[config.mk]
export PLATFORM = sky130hd
export DESIGN_NAME = programmable_seq_detector_flat
export DESIGN_NICKNAME = d
export VERILOG_FILES = /design/src/rtl/programmable_seq_detector_if.sv /design/src/rtl/programmable_seq_detector.sv /design/src/flat_wrapper.sv
export SDC_FILE = /design/constraint.sdc
export NUM_CORES = 1
export LEC_CHECK = 0
export ABC_AREA = 0
export BUFFER_PORTS_ARGS = -buffer_cell sky130_fd_sc_hd__buf_2
export CAP_MARGIN = 0
export CORE_MARGIN = 5
export CORE_UTILIZATION = 43
export CTS_CLUSTER_DIAMETER = 120
export DETAILED_ROUTE_END_ITERATION = 16
export GPL_TIMING_DRIVEN = 0
export PLACE_DENSITY = 0.68
export SYNTH_ARGS = -nofsm -noshare
export SYNTH_HDL_FRONTEND = slang
export SYNTH_SLANG_ARGS = --single-unit
[constraint.sdc]
create_clock -name i_clk -period 6.47 [get_ports i_clk]
set_input_delay 0.3235 -clock i_clk [delete_from_list [all_inputs] [get_ports i_clk]]
set_output_delay 0.3235 -clock i_clk [all_outputs]
set_load 0.02 [all_outputs]
[src/rtl/programmable_seq_detector_if.sv]
// Bundles the serial stream, pattern control and match outputs of the
// programmable sequence detector. The bit source and control logic use the master modport; the detector uses slave.
interface programmable_seq_detector_if #(
    parameter int PAT_LEN = 4,
    parameter int CNT_W   = 8
);
    logic               i_seq;
    logic               i_seq_valid;
    logic [PAT_LEN-1:0] i_pattern;
    logic               i_load;
    logic               i_overlap;
    logic               i_clear_cnt;
    logic               o_detected;
    logic [CNT_W-1:0]   o_match_count;

    modport master (
        output i_seq, i_seq_valid, i_pattern, i_load, i_overlap, i_clear_cnt,
        input  o_detected, o_match_count
    );

    modport slave (
        input  i_seq, i_seq_valid, i_pattern, i_load, i_overlap, i_clear_cnt,
        output o_detected, o_match_count
    );
endinterface

[src/rtl/programmable_seq_detector.sv]
// Serial detector for a runtime-loadable PAT_LEN-bit pattern with overlapping or
// non-overlapping matching, a registered match strobe and a saturating match counter.
module programmable_seq_detector #(
    parameter int PAT_LEN = 4,
    parameter int CNT_W   = 8
) (
    input  logic                        i_clk,
    input  logic                        i_rst_n,
    programmable_seq_detector_if.slave  if_bus
);
    localparam int FILL_W = $clog2(PAT_LEN + 1);
    localparam logic [FILL_W-1:0] FILL_FULL = FILL_W'(PAT_LEN);

    logic [PAT_LEN-1:0] r_pat;
    logic [PAT_LEN-1:0] r_hist;
    logic [FILL_W-1:0]  r_fill;
    logic               r_detected;
    logic [CNT_W-1:0]   r_count;

    logic [PAT_LEN-1:0] w_hist_n;
    logic [FILL_W-1:0]  w_fill_n;
    logic               w_accept;
    logic               w_match;

    // A bit only counts toward a match once PAT_LEN bits have arrived since the last flush.
    always_comb begin
        w_hist_n = {r_hist[PAT_LEN-2:0], if_bus.i_seq};
        w_fill_n = (r_fill == FILL_FULL) ? r_fill : r_fill + FILL_W'(1);
        w_accept = if_bus.i_seq_valid && !if_bus.i_load;
        w_match  = w_accept && (w_fill_n == FILL_FULL) && (w_hist_n == r_pat);
    end

    always_ff @(posedge i_clk) begin
        if (!i_rst_n) begin
            r_pat      <= '0;
            r_hist     <= '0;
            r_fill     <= '0;
            r_detected <= 1'b0;
        end else if (if_bus.i_load) begin
            r_pat      <= if_bus.i_pattern;
            r_hist     <= '0;
            r_fill     <= '0;
            r_detected <= 1'b0;
        end else if (if_bus.i_seq_valid) begin
            r_detected <= w_match;
            // Non-overlapping mode flushes the history so the next match needs fresh bits.
            if (w_match && !if_bus.i_overlap) begin
                r_hist <= '0;
                r_fill <= '0;
            end else begin
                r_hist <= w_hist_n;
                r_fill <= w_fill_n;
            end
        end else begin
            r_detected <= 1'b0;
        end
    end

    // Clearing wins over a same-cycle increment and ignores load.
    always_ff @(posedge i_clk) begin
        if (!i_rst_n) begin
            r_count <= '0;
        end else if (if_bus.i_clear_cnt) begin
            r_count <= '0;
        end else if (w_match && !(&r_count)) begin
            r_count <= r_count + CNT_W'(1);
        end
    end

    assign if_bus.o_detected    = r_detected;
    assign if_bus.o_match_count = r_count;
endmodule
[src/flat_wrapper.sv]
// flat-port wrapper written by rule: the top's interface ports become plain ports
module programmable_seq_detector_flat 
#(
    parameter int PAT_LEN = 4,
    parameter int CNT_W   = 8
)
  (i_clk, i_rst_n, if_bus_i_seq, if_bus_i_seq_valid, if_bus_i_pattern, if_bus_i_load, if_bus_i_overlap, if_bus_i_clear_cnt, if_bus_o_detected, if_bus_o_match_count);
  programmable_seq_detector_if #(.PAT_LEN(PAT_LEN), .CNT_W(CNT_W)) if_bus_i ();
  input  logic i_clk;
  input  logic i_rst_n;
  input wire logic [$bits(if_bus_i.i_seq)-1:0] if_bus_i_seq;
  input wire logic [$bits(if_bus_i.i_seq_valid)-1:0] if_bus_i_seq_valid;
  input wire logic [$bits(if_bus_i.i_pattern)-1:0] if_bus_i_pattern;
  input wire logic [$bits(if_bus_i.i_load)-1:0] if_bus_i_load;
  input wire logic [$bits(if_bus_i.i_overlap)-1:0] if_bus_i_overlap;
  input wire logic [$bits(if_bus_i.i_clear_cnt)-1:0] if_bus_i_clear_cnt;
  output wire logic [$bits(if_bus_i.o_detected)-1:0] if_bus_o_detected;
  output wire logic [$bits(if_bus_i.o_match_count)-1:0] if_bus_o_match_count;
  assign if_bus_i.i_seq = if_bus_i_seq;
  assign if_bus_i.i_seq_valid = if_bus_i_seq_valid;
  assign if_bus_i.i_pattern = if_bus_i_pattern;
  assign if_bus_i.i_load = if_bus_i_load;
  assign if_bus_i.i_overlap = if_bus_i_overlap;
  assign if_bus_i.i_clear_cnt = if_bus_i_clear_cnt;
  assign if_bus_o_detected = if_bus_i.o_detected;
  assign if_bus_o_match_count = if_bus_i.o_match_count;
  programmable_seq_detector #(.PAT_LEN(PAT_LEN), .CNT_W(CNT_W)) u_core (.i_clk(i_clk), .i_rst_n(i_rst_n), .if_bus(if_bus_i));
endmodule
-- Word level (Yosys, flattened, before mapping)
Cells that the tools add are included.
- register bits: 19
- output and inout port bits: 9
- logic and storage cells: 27
- add/sub/neg operators: 2
- equal/unequal tests: 3
- muxes and demuxes: 3
- bitwise logic cells: 2
- reductions and logical operators: 12
- operators with widths (operator ; count):
    2-to-1 mux 3 bit ; 3
    adder 8 x 1 -> 8 bit (second input constant) ; 1
    AND reduction 8 bit ; 1
    equality test 3 bit (second input constant) ; 2
    logical AND 1 bit ; 5
    equality test 4 bit ; 1
    OR reduction 2 bit ; 2
    adder 3 x 1 -> 3 bit (second input constant) ; 1
    logical NOT 1 bit ; 3
    OR reduction 3 bit ; 1
    NOT 1 bit ; 2

-- Logic depth before layout (Yosys ltp)
Gate-level depths: netlist of run 1.
- depth after elaboration: 7
- mapped depth: 9
- gate-level depth less buffers: 7

-- Least setup slack after synthesis of run 1
Ideal clock, no wire load.
- path kind: register to register
- start: reg u_core.r_fill[0]
- end: reg u_core.r_count[6], in the netlist u_core.if_bus.o_match_count[6]
- arrival time: 2.150 ns
- required time: 6.348 ns
- path slack: 4.198 ns
- cell stages (with the launch flop): 9
- period minus slack after synthesis: 2.272 ns
- path through: dfxtp_1 inv_2 ha_1 nor2_1 nand3_1 or4_4 buf_6 or4_1 o311a_1
- cells in the longest elaborated chain, start to end: 6
- elaborated cells on any way between the ends: 7
- classes of those cells: add/sub (1); eq/ne (2); mux (1); reduce/logical (3)
- ends and longest elaborated chain (what ; line ; text):
    from (decl) ; programmable_seq_detector.sv:16 ; logic [FILL_W-1:0] r_fill;
    from (signal assigned) ; programmable_seq_detector.sv:52 ; r_fill <= w_fill_n;
    adder 3 x 1 -> 3 bit / equality test 3 bit (equally long branches) ; programmable_seq_detector.sv:28 ; w_fill_n = (r_fill == FILL_FULL) ? r_fill : r_fill + FILL_W'(1);
    2-to-1 mux 3 bit * ; programmable_seq_detector.sv:28 ;
    equality test 3 bit * ; programmable_seq_detector.sv:30 ; w_match = w_accept && (w_fill_n == FILL_FULL) && (w_hist_n == r_pat);
    logical AND 1 bit * (2 in a row) ; programmable_seq_detector.sv:30 ;
    logical AND 1 bit * ; programmable_seq_detector.sv:65 ; end else if (w_match && !(&r_count)) begin
    to (signal assigned) ; programmable_seq_detector.sv:66 ; r_count <= r_count + CNT_W'(1);
    to (decl) ; programmable_seq_detector.sv:18 ; logic [CNT_W-1:0] r_count;
Every way passes the cells marked *; elsewhere a longest branch is shown, timed or not.
A chain may end at the register's enable or synchronous reset.

-- Worst setup path in the final report of run 1
Same ends and word-level chain as after synthesis.

==> qor.csv, run 1 <==
metric,value,unit
status,finished clean,
initial antenna violation count,0,
Area Overhead vs Synth,15.86,%
Post-Syn Instances,111,
Cells after DPL,157,
Final Critical Period,2.393,ns
flop-to-flop setup slack,4.08,ns
hold crit path type,in -> reg,
WP buf/inv,2,
largest net degree at the start of global routing,12,
DIE AREA,0.003284,sq mm
Max-Cap Viols,0,
synth unique cells,31,
fillers,237,
clock-pin slew on the worst setup and hold paths,0.11,ns
vias in the first global route,873,
Initial DRT Pass Iterations,4,
number of vias in the routed layout,865,
clock buffer count from CTS,3,
Post-CTS Resized,0,
CTS tree,yes,
Ys Warns,0,
critical path launch point,u_core.r_fill[0],
chip height,57.31,um
worst slew pin tran,0.4021,ns
Slowest cell on crit path,or4_1,
multiplexer share of the synthesized area,0.05202,
final max-slew violation count,0,
fin nets,148,
mapped cell area,962.2,sq um
post-CTS setup buffers,0,
"Hold Vio Cnt, Final",0,
Routed WL,2083,um
final critical-path share of the clock period,0.3698,
Post-Route Setup TNS,0,ns
LEAKAGE,0.4518,nW
PwrDens,178.3,mW/mm^2
# hold bufs at CTS,0,
gr usage total,0.1492,
Routed wire per std cell,12.94,um
WP depth,8,
Row Count,17,
first-pass GRT wire length,3843,um
Vias/cell,5.373,
DRT iter0 DRCs,15,
CP Data Arrival Time,2.60,ns
Initial Util,0.4435,
"delay-heaviest family, CP",simple AND/OR/NAND/NOR gates,
worst path cell trace,"inv_2, ha_1, nor2_1, nand3_1, or4_4, buf_6, or4_1, o311a_1",
clock buffer depth,2,
register area share after synthesis,0.3953,
Worst Setup End Kind,register,
syn nets,125,
Final GP Congestion,0.7699,
worst skew pair latency,0.30,ns
final setup fails,0,
ant diodes,0,
r2r endpoint,u_core.if_bus.o_match_count[6],
GRT overflow,0,
Final Non-Filler Cells,161,
Worst Skew,0.005922,ns
xor/xnor share of the synthesized area,0.05462,
reg2reg start,u_core.r_fill[0],
Routed Antenna Nets,0,
Worst Setup EP,u_core.if_bus.o_match_count[6],
CTS sink cnt,19,
Critical Path Start Type,register,
Simple-Gate Fraction of Synth Area,0.2640,
"FF+latch count, synth",19,
largest family of logic cells by synthesized area,simple AND/OR/NAND/NOR gates,
Core Region,0.002170,sq mm
H-Tree Depth,1,
Root Driver,clkbuf_4,
share of cells above drive strength 1,0.2030,
# DRC,0,
Setup CP Type,reg -> reg,
synthesized area per cell,8.668,sq um
RSZ-0062 raised after global routing,false,
adder-cell area share of the yosys netlist,0.03901,
CP Data Required Time,6.68,ns
CP peak stage delay,0.51,ns
Slew headroom,0.7291,
maximum VDD drop,0.0001031,V
compound-cell area share of the yosys netlist,0.1508,
die width,57.31,um
Critical Path Fanout Max,10,
IO Pins,20,
Reg2Reg Depth,8,
fmax,417.9,MHz
Port Buffer Count,18,
hpwl dp,1621,um
[stage by stage]
| stage | worst slack [ns] | total power, mW | instance area [sq um] | hold WS (ns) | utilization |
|---|---|---|---|---|---|
| floorplan | 4.198 | 0.1349 | 962.2 | 0.4707 | - |
| global placement | 4.114 | 0.1404 | 1087 | 0.4984 | 0.5012 |
| detailed placement | 4.067 | 0.1409 | 1087 | 0.5011 | 0.5012 |
| CTS | 4.064 | 0.2025 | 1115 | 0.2363 | 0.5138 |
| global route | 3.992 | 0.2103 | 1115 | 0.2393 | 0.5138 |
| finish | 4.077 | 0.1987 | 1115 | 0.2524 | 0.5138 |
[flip-flops by register name, indices dropped and copies added, names as in the netlist]
register and flops:
u_core.r_pat 4, u_core.if_bus.o_detected 1, u_core.if_bus.o_match_count 8, u_core.r_hist 3, u_core.r_fill 3
[metal layers]
metal,track usage,vias up,routed length [um]
met5,0,-,0
met4,0.08940,0,57
met3,0.02262,5,64
met2,0.2349,13,962
met1,0.1913,402,999
li1,-,445,-
[cell usage after synthesis]
| master | n | area, sq um |
|---|---|---|
| nand2_1 | 7 | 26.28 |
| xnor2_1 | 5 | 43.79 |
| o21a_1 | 2 | 15.01 |
| ha_1 | 3 | 37.54 |
| nand4_1 | 1 | 6.260 |
| or4_1 | 5 | 37.54 |
| o31a_1 | 1 | 8.760 |
| and3_1 | 2 | 12.51 |
| xor2_1 | 1 | 8.760 |
| or2b_1 | 1 | 7.510 |
| nor2_1 | 10 | 37.54 |
| dfxtp_1 | 19 | 380.4 |
| nand2b_1 | 2 | 12.51 |
| o311a_1 | 1 | 10.01 |
| o31ai_1 | 4 | 30.03 |
| nand3b_1 | 4 | 30.03 |
| a21oi_1 | 5 | 25.02 |
| nor3_1 | 2 | 10.01 |
| o41ai_1 | 1 | 8.760 |
| buf_6 | 1 | 11.26 |
| or4_4 | 1 | 11.26 |
| buf_2 | 1 | 5.000 |
| nand3_1 | 10 | 50.05 |
| inv_2 | 1 | 3.750 |
| mux2i_1 | 5 | 50.05 |
| inv_1 | 4 | 15.01 |
| o21ai_0 | 5 | 25.02 |
| or3_1 | 1 | 6.260 |
| nand2_2 | 1 | 6.260 |
| o211ai_1 | 3 | 22.52 |
| clkbuf_1 | 2 | 7.510 |
[how the worst min path moves through the flow]
stage,start,end,slack (ns),cells after the start
5_1_grt,if_bus_i_pattern[1],u_core.r_pat[1],0.24,3
2_1_floorplan,if_bus_i_pattern[0],u_core.r_pat[0],0.47,2
6_report,if_bus_i_pattern[2],u_core.r_pat[2],0.25,3
3_3_place_gp,u_core.if_bus.o_match_count[5],u_core.if_bus.o_match_count[5],0.50,2
4_1_cts,if_bus_i_pattern[1],u_core.r_pat[1],0.24,3
3_5_place_dp,u_core.if_bus.o_match_count[5],u_core.if_bus.o_match_count[5],0.50,2
[cell usage in the layout, fill, tap and decap left out, types with 4 or more instances in the layout]
| cell type | n |
|---|---|
| o31ai_1 | 4 |
| mux2i_1 | 5 |
| nor2_1 | 10 |
| a21oi_1 | 5 |
| or4_1 | 5 |
| xnor2_1 | 5 |
| o21ai_0 | 5 |
| dfxtp_1 | 19 |
| inv_1 | 4 |
| nand3b_1 | 4 |
| buf_2 | 19 |
| nand3_1 | 10 |
| nand2_1 | 7 |
[worst min-delay path, delay by kind of cell]
family / cells / cell delay (ns)
and+or+nand+nor: 1 / 0.07
buffers and inverters: 1 / 0.07
muxes: 1 / 0.06
[cell families after synthesis]
logic type | Yosys count
mux | 5
flops | 19
buf+inv | 9
compound gates | 22
xor+xnor | 6
simple gates | 47
fa+ha+maj | 3
[cell type report]
type | count | area [sq um] | share of cell area
tap | 28 | 35.03 | 0.03143
clock inverter | 1 | 5.005 | 0.004489
timing repair buffer | 18 | 90.09 | 0.08081
multi-input combinational | 83 | 539.3 | 0.4837
inverter | 5 | 18.77 | 0.01684
clock buffer | 3 | 22.52 | 0.02020
sequential | 19 | 380.4 | 0.3412
buffer | 4 | 23.77 | 0.02132
[power by group]
| group | leakage, nW | internal, mW | switching (mW) |
|---|---|---|---|
| clock | 0.0177 | 0.0231 | 0.0375 |
| combinational | 0.280 | 0.00820 | 0.00920 |
| sequential | 0.154 | 0.119 | 0.00166 |
No activity file was read; power rests on OpenSTA's default activity.
==> inputs of run 2 (changes only) <==
--- a/config.mk
+++ b/config.mk
@@ -5,7 +5,7 @@
 export SDC_FILE = /design/constraint.sdc
 export NUM_CORES = 1
 export LEC_CHECK = 0
-export ABC_AREA = 0
+export ABC_AREA = 1
 export BUFFER_PORTS_ARGS = -buffer_cell sky130_fd_sc_hd__buf_2
 export CAP_MARGIN = 0
 export CORE_MARGIN = 5
==> constraint.sdc (replaced) <==
create_clock -name i_clk -period 2.3 [get_ports i_clk]
set_input_delay 0.115 -clock i_clk [delete_from_list [all_inputs] [get_ports i_clk]]
set_output_delay 0.115 -clock i_clk [all_outputs]
set_load 0.02 [all_outputs]
==> qor.csv, run 2 <==
metric,value,unit
max reg flops,8,
compound-cell area share of the yosys netlist,0.1280,
die width,59.09,um
fillers,228,
largest cells by area after synthesis,"dfxtp_1 37%, nand2_1 13%, a21oi_1 7.7%, nand3_1 6.3%, inv_1 6.2%",
Slowest cell on crit path,dfxtp_1,
Cell Int Power,0.4308,mW
Core Region,0.002255,sq mm
final critical-path share of the clock period,0.7388,
ant diodes,0,
share of cells above drive strength 1,0.2071,
Post-Syn Instances,146,
gr usage total,0.1317,
top-count cell post-synth,nand2_1,
hold crit path type,in -> reg,
CTS tree,yes,
final max-slew violation count,0,
Switch Pwr,0.1476,mW
vias in the first global route,894,
initial antenna violation count,0,
area taken by multi-input logic gates,576.8,sq um
Row Count,17,
xor/xnor share of the synthesized area,0.05797,
multiplexer share of the synthesized area,0,
synth unique cells,20,
hpwl dp,1643,um
adder-cell area share of the yosys netlist,0.03623,
clock-pin slew on the worst setup and hold paths,0.11,ns
Worst Skew,0.008192,ns
Commonest cells post-synth,"36 x nand2_1, 19 x dfxtp_1, 17 x inv_1, 16 x a21oi_1, 13 x nand3_1",
Slew headroom,0.7544,
Vias/cell,4.909,
asr flop ratio synth,0,
DIE AREA,0.003491,sq mm
PwrDens,485.1,mW/mm^2
Simple-Gate Fraction of Synth Area,0.3345,
CP Data Arrival Time,1.88,ns
r2r endpoint,u_core.if_bus.o_match_count[1],
Hold Crit Endpoint,u_core.r_pat[3],
clock buffer depth,2,
Register Area,380.4,sq um
Routed WL,2112,um
Sequential Power Share,0.597,
Cells on Worst Hold Path,3,
number of synthesized flops with an enable pin,0,
# DRC,0,
WP buf/inv,2,
CP Data Required Time,2.48,ns
Initial DRT Pass Iterations,4,
LEAKAGE,0.5392,nW
fmax,588.5,MHz
post-synth top area share,0.3671,
first-pass GRT wire length,3643,um
Yosys top cell by area,dfxtp_1,
register area share after synthesis,0.3671,
worst slew pin tran,0.3684,ns
Worst Hold Launch,if_bus_i_pattern[3],
post-CTS setup buffers,0,
Post-CTS Resized,0,
Port Buffer Count,19,
Final GP Congestion,0.7817,
Initial Util,0.4595,
synthesized area per cell,7.096,sq um
Area Overhead vs Synth,15.10,%
# hold bufs at CTS,0,
IO Pins,20,
Setup CP Type,reg -> reg,
Util after Layout,0.5289,
clock buffer count from CTS,3,
Routed Antenna Nets,0,
fin nets,184,
Main synth FF type,dfxtp_1,
Final Critical Period,1.699,ns
clock network power share,0.290,
Reg2Reg Depth,10,
chip height,59.09,um
RSZ-0062 raised after global routing,false,
final setup fails,0,
CP peak stage delay,0.39,ns
maximum VDD drop,0.0003655,V
"FF+latch count, synth",19,
Logic pwr share,0.113,
Worst Setup End Kind,register,
number of vias in the routed layout,967,
Critical Path Fanout Max,7,
flop-to-flop setup slack,0.60,ns
worst path cell trace,"inv_1, ha_1, inv_1, nand2_1, nor2_1, nand3_1, nor2_1, nand3_2, nand2_1, a21oi_1",
worst skew pair latency,0.30,ns
largest family of logic cells by synthesized area,simple AND/OR/NAND/NOR gates,
syn nets,160,
Post-Route Setup TNS,0,ns
most frequent cells in the layout,"36 x nand2_1, 19 x buf_2, 19 x dfxtp_1, 17 x inv_1, 16 x a21oi_1",
switching share of total power,0.2552,
"Hold Vio Cnt, Final",0,
Ys Warns,0,
GRT overflow,0,
Max-Cap Viols,0,
reg2reg start,u_core.r_fill[0],
H-Tree Depth,1,
DRT iter0 DRCs,28,
"delay-heaviest family, CP",simple AND/OR/NAND/NOR gates,
Root Driver,clkbuf_4,
"commonest non-fill, non-tap cell in the layout",nand2_1,
Critical Path Start Type,register,
mapped cell area,0.001036,sq mm
largest net degree at the start of global routing,11,
status,finished clean,
Routed wire per std cell,10.72,um
CTS sink cnt,19,
[run 2: tightest hold or removal path: cells and delay by family]
kind | cells | cell delay (ns)
buffers and inverters | 1 | 0.07
AND/OR/NAND/NOR | 2 | 0.11
[run 2: routing by layer]
| metal | wire length, um | track usage | share of wire | vias to the layer above |
|---|---|---|---|---|
| li1 | - | - | - | 518 |
| met2 | 994 | 0.2256 | 0.47 | 16 |
| met3 | 110 | 0.02179 | 0.052 | 4 |
| met1 | 984 | 0.1578 | 0.47 | 429 |
| met5 | 0 | 0 | 0 | - |
| met4 | 23 | 0.06472 | 0.011 | 0 |
[run 2: worst max-delay path by stage]
stage,to,start,depth (start not counted)
3_3_place_gp,u_core.r_hist[1],u_core.r_fill[0],10
5_1_grt,u_core.if_bus.o_match_count[2],u_core.r_fill[0],10
4_1_cts,u_core.if_bus.o_match_count[1],u_core.r_fill[0],9
6_report,u_core.if_bus.o_match_count[1],u_core.r_fill[0],10
2_1_floorplan,u_core.if_bus.o_match_count[0],u_core.r_fill[0],10
3_5_place_dp,u_core.if_bus.o_match_count[1],u_core.r_fill[0],10
[run 2: power groups by stage]
stage	Clock [mW]	Sequential [mW]	Combinational, mW
floorplan	0	0.351	0.0456
global placement	0	0.352	0.0639
detailed placement	0	0.353	0.0655
CTS	0.176	0.345	0.0664
global route	0.183	0.347	0.0758
finish	0.168	0.345	0.0653
[run 2: cells by family after synthesis]
family,Yosys count
compound gates,26
xor+xnor,6
fa+ha+maj,3
simple gates,71
flops,19
buf+inv,21
[run 2: metrics by stage]
step	power [mW]	hold slack, ns	worst slack (ns)	std cells	area [sq um]
6_report	0.5785	0.03077	0.6009	197	1192
5_1_grt	0.6058	0.05600	0.3803	197	1192
4_1_cts	0.5871	0.02511	0.5988	197	1192
3_5_place_dp	0.4183	0.3431	0.6380	193	1166
3_3_place_gp	0.4163	0.3373	0.6500	193	1166
2_1_floorplan	0.3968	0.2499	0.8134	146	1036
[run 2: final cells by class]
| class | instances | share of cell area |
|---|---|---|
| Multi-Input combinational cell | 106 | 0.4837 |
| Inverter | 20 | 0.06296 |
| Tap cell | 28 | 0.02938 |
| Timing Repair Buffer | 19 | 0.07975 |
| Buffer | 1 | 0.003148 |
| Clock buffer | 4 | 0.02204 |
| Sequential cell | 19 | 0.3190 |
==> inputs of run 3 (changes only) <==
==> constraint.sdc (replaced) <==
create_clock -name i_clk -period 1.75 [get_ports i_clk]
set_input_delay 0.0875 -clock i_clk [delete_from_list [all_inputs] [get_ports i_clk]]
set_output_delay 0.0875 -clock i_clk [all_outputs]
set_load 0.02 [all_outputs]
==> qor.csv, run 3 (same netlist as run 2, synthesis figures left out) <==
metric,value,unit
clock-pin slew on the worst setup and hold paths,0.11,ns
vias in the first global route,894,
Critical Path Start Type,register,
Max-Cap Viols,0,
"delay-heaviest family, CP",simple AND/OR/NAND/NOR gates,
Core Region,0.002255,sq mm
Row Count,17,
Worst Setup End Kind,register,
Slew headroom,0.7554,
flop-to-flop setup slack,0.11,ns
clock buffer count from CTS,3,
maximum VDD drop,0.0004824,V
area taken by multi-input logic gates,624.3,sq um
LEAKAGE,0.5453,nW
CP peak stage delay,0.37,ns
IO Pins,20,
RSZ-0062 raised after global routing,false,
Initial Util,0.4595,
clock buffer depth,2,
PwrDens,620.0,mW/mm^2
first-pass GRT wire length,3643,um
worst path cell trace,"inv_1, ha_1, inv_2, nand3_2, nor2_4, nand3_4, nor2_4, nand3_1, a21oi_1",
final critical-path share of the clock period,0.9364,
WP buf/inv,2,
Final Critical Period,1.639,ns
fin nets,186,
most frequent cells in the layout,"36 x nand2_1, 19 x buf_2, 18 x dfxtp_1, 16 x inv_1, 15 x a21oi_1",
Initial DRT Pass Iterations,4,
GRT overflow,0,
Reg2Reg Depth,9,
Vias/cell,4.920,
hpwl dp,1643,um
Slowest cell on crit path,dfxtp_2,
crit-path most repeated cell,nor2_4,
hold crit path type,in -> reg,
chip height,59.09,um
"commonest non-fill, non-tap cell in the layout",nand2_1,
fmax,610.2,MHz
Critical Path Fanout Max,5,
CTS sink cnt,19,
Area Overhead vs Synth,20.77,%
status,finished clean,
critical path launch point,u_core.r_fill[0],
share of cells above drive strength 1,0.2398,
final max-slew violation count,0,
worst slew pin tran,0.3670,ns
DRT iter0 DRCs,23,
post-CTS setup buffers,0,
Routed Antenna Nets,0,
fillers,213,
number of vias in the routed layout,979,
gr usage total,0.1317,
"Hold Vio Cnt, Final",0,
WP depth,9,
total power,0.7757,mW
# DRC,0,
largest net degree at the start of global routing,11,
CP Data Arrival Time,1.86,ns
Routed wire per std cell,11.18,um
r2r endpoint,u_core.if_bus.o_match_count[1],
Worst Skew,0.009704,ns
Worst Setup EP,u_core.if_bus.o_match_count[1],
initial antenna violation count,0,
max reg flops,8,
DIE AREA,0.003491,sq mm
die width,59.09,um
H-Tree Depth,1,
Final GP Congestion,0.7817,
CP Data Required Time,1.98,ns
Root Driver,clkbuf_4,
worst skew pair latency,0.30,ns
Post-Route Setup TNS,0,ns
Routed WL,2224,um
hold slack,0.03759,ns
Register Area,381.6,sq um
Setup CP Type,reg -> reg,
Port Buffer Count,19,
CTS tree,yes,
reg2reg start,u_core.r_fill[0],
ant diodes,0,
final setup fails,0,
## run 3: cell count changes in the layout (fill, tap and decap cells not counted), sizes merged
cell / before / now
dlygate4sd3: 0 / 1
nor2: 14 / 15
## run 3: per-stage QoR
stage | util | cell area [sq um] | cells | setup slack (ns)
4_1_cts | 0.5333 | 1202 | 198 | 0.04877
3_5_place_dp | 0.5172 | 1166 | 193 | 0.08798
6_report | 0.5549 | 1251 | 199 | 0.1113
3_3_place_gp | 0.5172 | 1166 | 193 | 0.1000
2_1_floorplan | - | 1036 | 146 | 0.2634
5_1_grt | 0.5549 | 1251 | 199 | 0.003871
## run 3: what timing repair did
item,in CTS,in global routing
endpoints found under the setup margin,0,12
gates resized for setup,0,10
hold buffers,1,0
endpoints found under the hold margin,1,0
## run 3: layer usage
layer | GRT usage | routed length (um) | share of wire | vias up
met1 | 0.1565 | 1005 | 0.45 | 434
met2 | 0.2271 | 1082 | 0.49 | 20
li1 | - | - | - | 523
met3 | 0.02179 | 121 | 0.054 | 2
met5 | 0 | 0 | 0 | -
met4 | 0.06472 | 14 | 0.0063 | 0
## run 3: worst reg2reg max path, stage by stage, from the launching register on
cell	delay [ns]
dfxtp_2	0.37
inv_1	0.06
ha_1	0.30
inv_2	0.08
nand3_2	0.09
nor2_4	0.14
nand3_4	0.11
nor2_4	0.18
nand3_1	0.09
a21oi_1	0.15
## run 3: how the worst min path moves through the flow
| stage | start | end | slack (ns) | cells past startpoint |
|---|---|---|---|---|
| after floorplan | if_bus_i_pattern[3] | u_core.r_pat[3] | 0.22 | 2 |
| after global placement | if_bus_i_pattern[3] | u_core.r_pat[3] | 0.31 | 3 |
| after detailed placement | if_bus_i_pattern[3] | u_core.r_pat[3] | 0.32 | 3 |
| after CTS | if_bus_i_clear_cnt | u_core.if_bus.o_match_count[0] | 0.03 | 4 |
| after global routing | if_bus_i_clear_cnt | u_core.if_bus.o_match_count[0] | 0.05 | 4 |
| final | if_bus_i_clear_cnt | u_core.if_bus.o_match_count[0] | 0.04 | 4 |
## run 3: where the power goes
group	internal, mW	switching (mW)
clock network	0.0887	0.135
logic	0.0367	0.0613
registers	0.444	0.00943
total	0.570	0.206
## run 3: area by class of cell
| type | count | area share |
|---|---|---|
| multi-input cells | 107 | 0.4990 |
| inverters | 20 | 0.06000 |
| clock buffers | 4 | 0.02100 |
| well taps | 28 | 0.02800 |
| plain buffers | 1 | 0.003000 |
| repair buffers | 20 | 0.08400 |
| flip-flops and latches | 19 | 0.3050 |
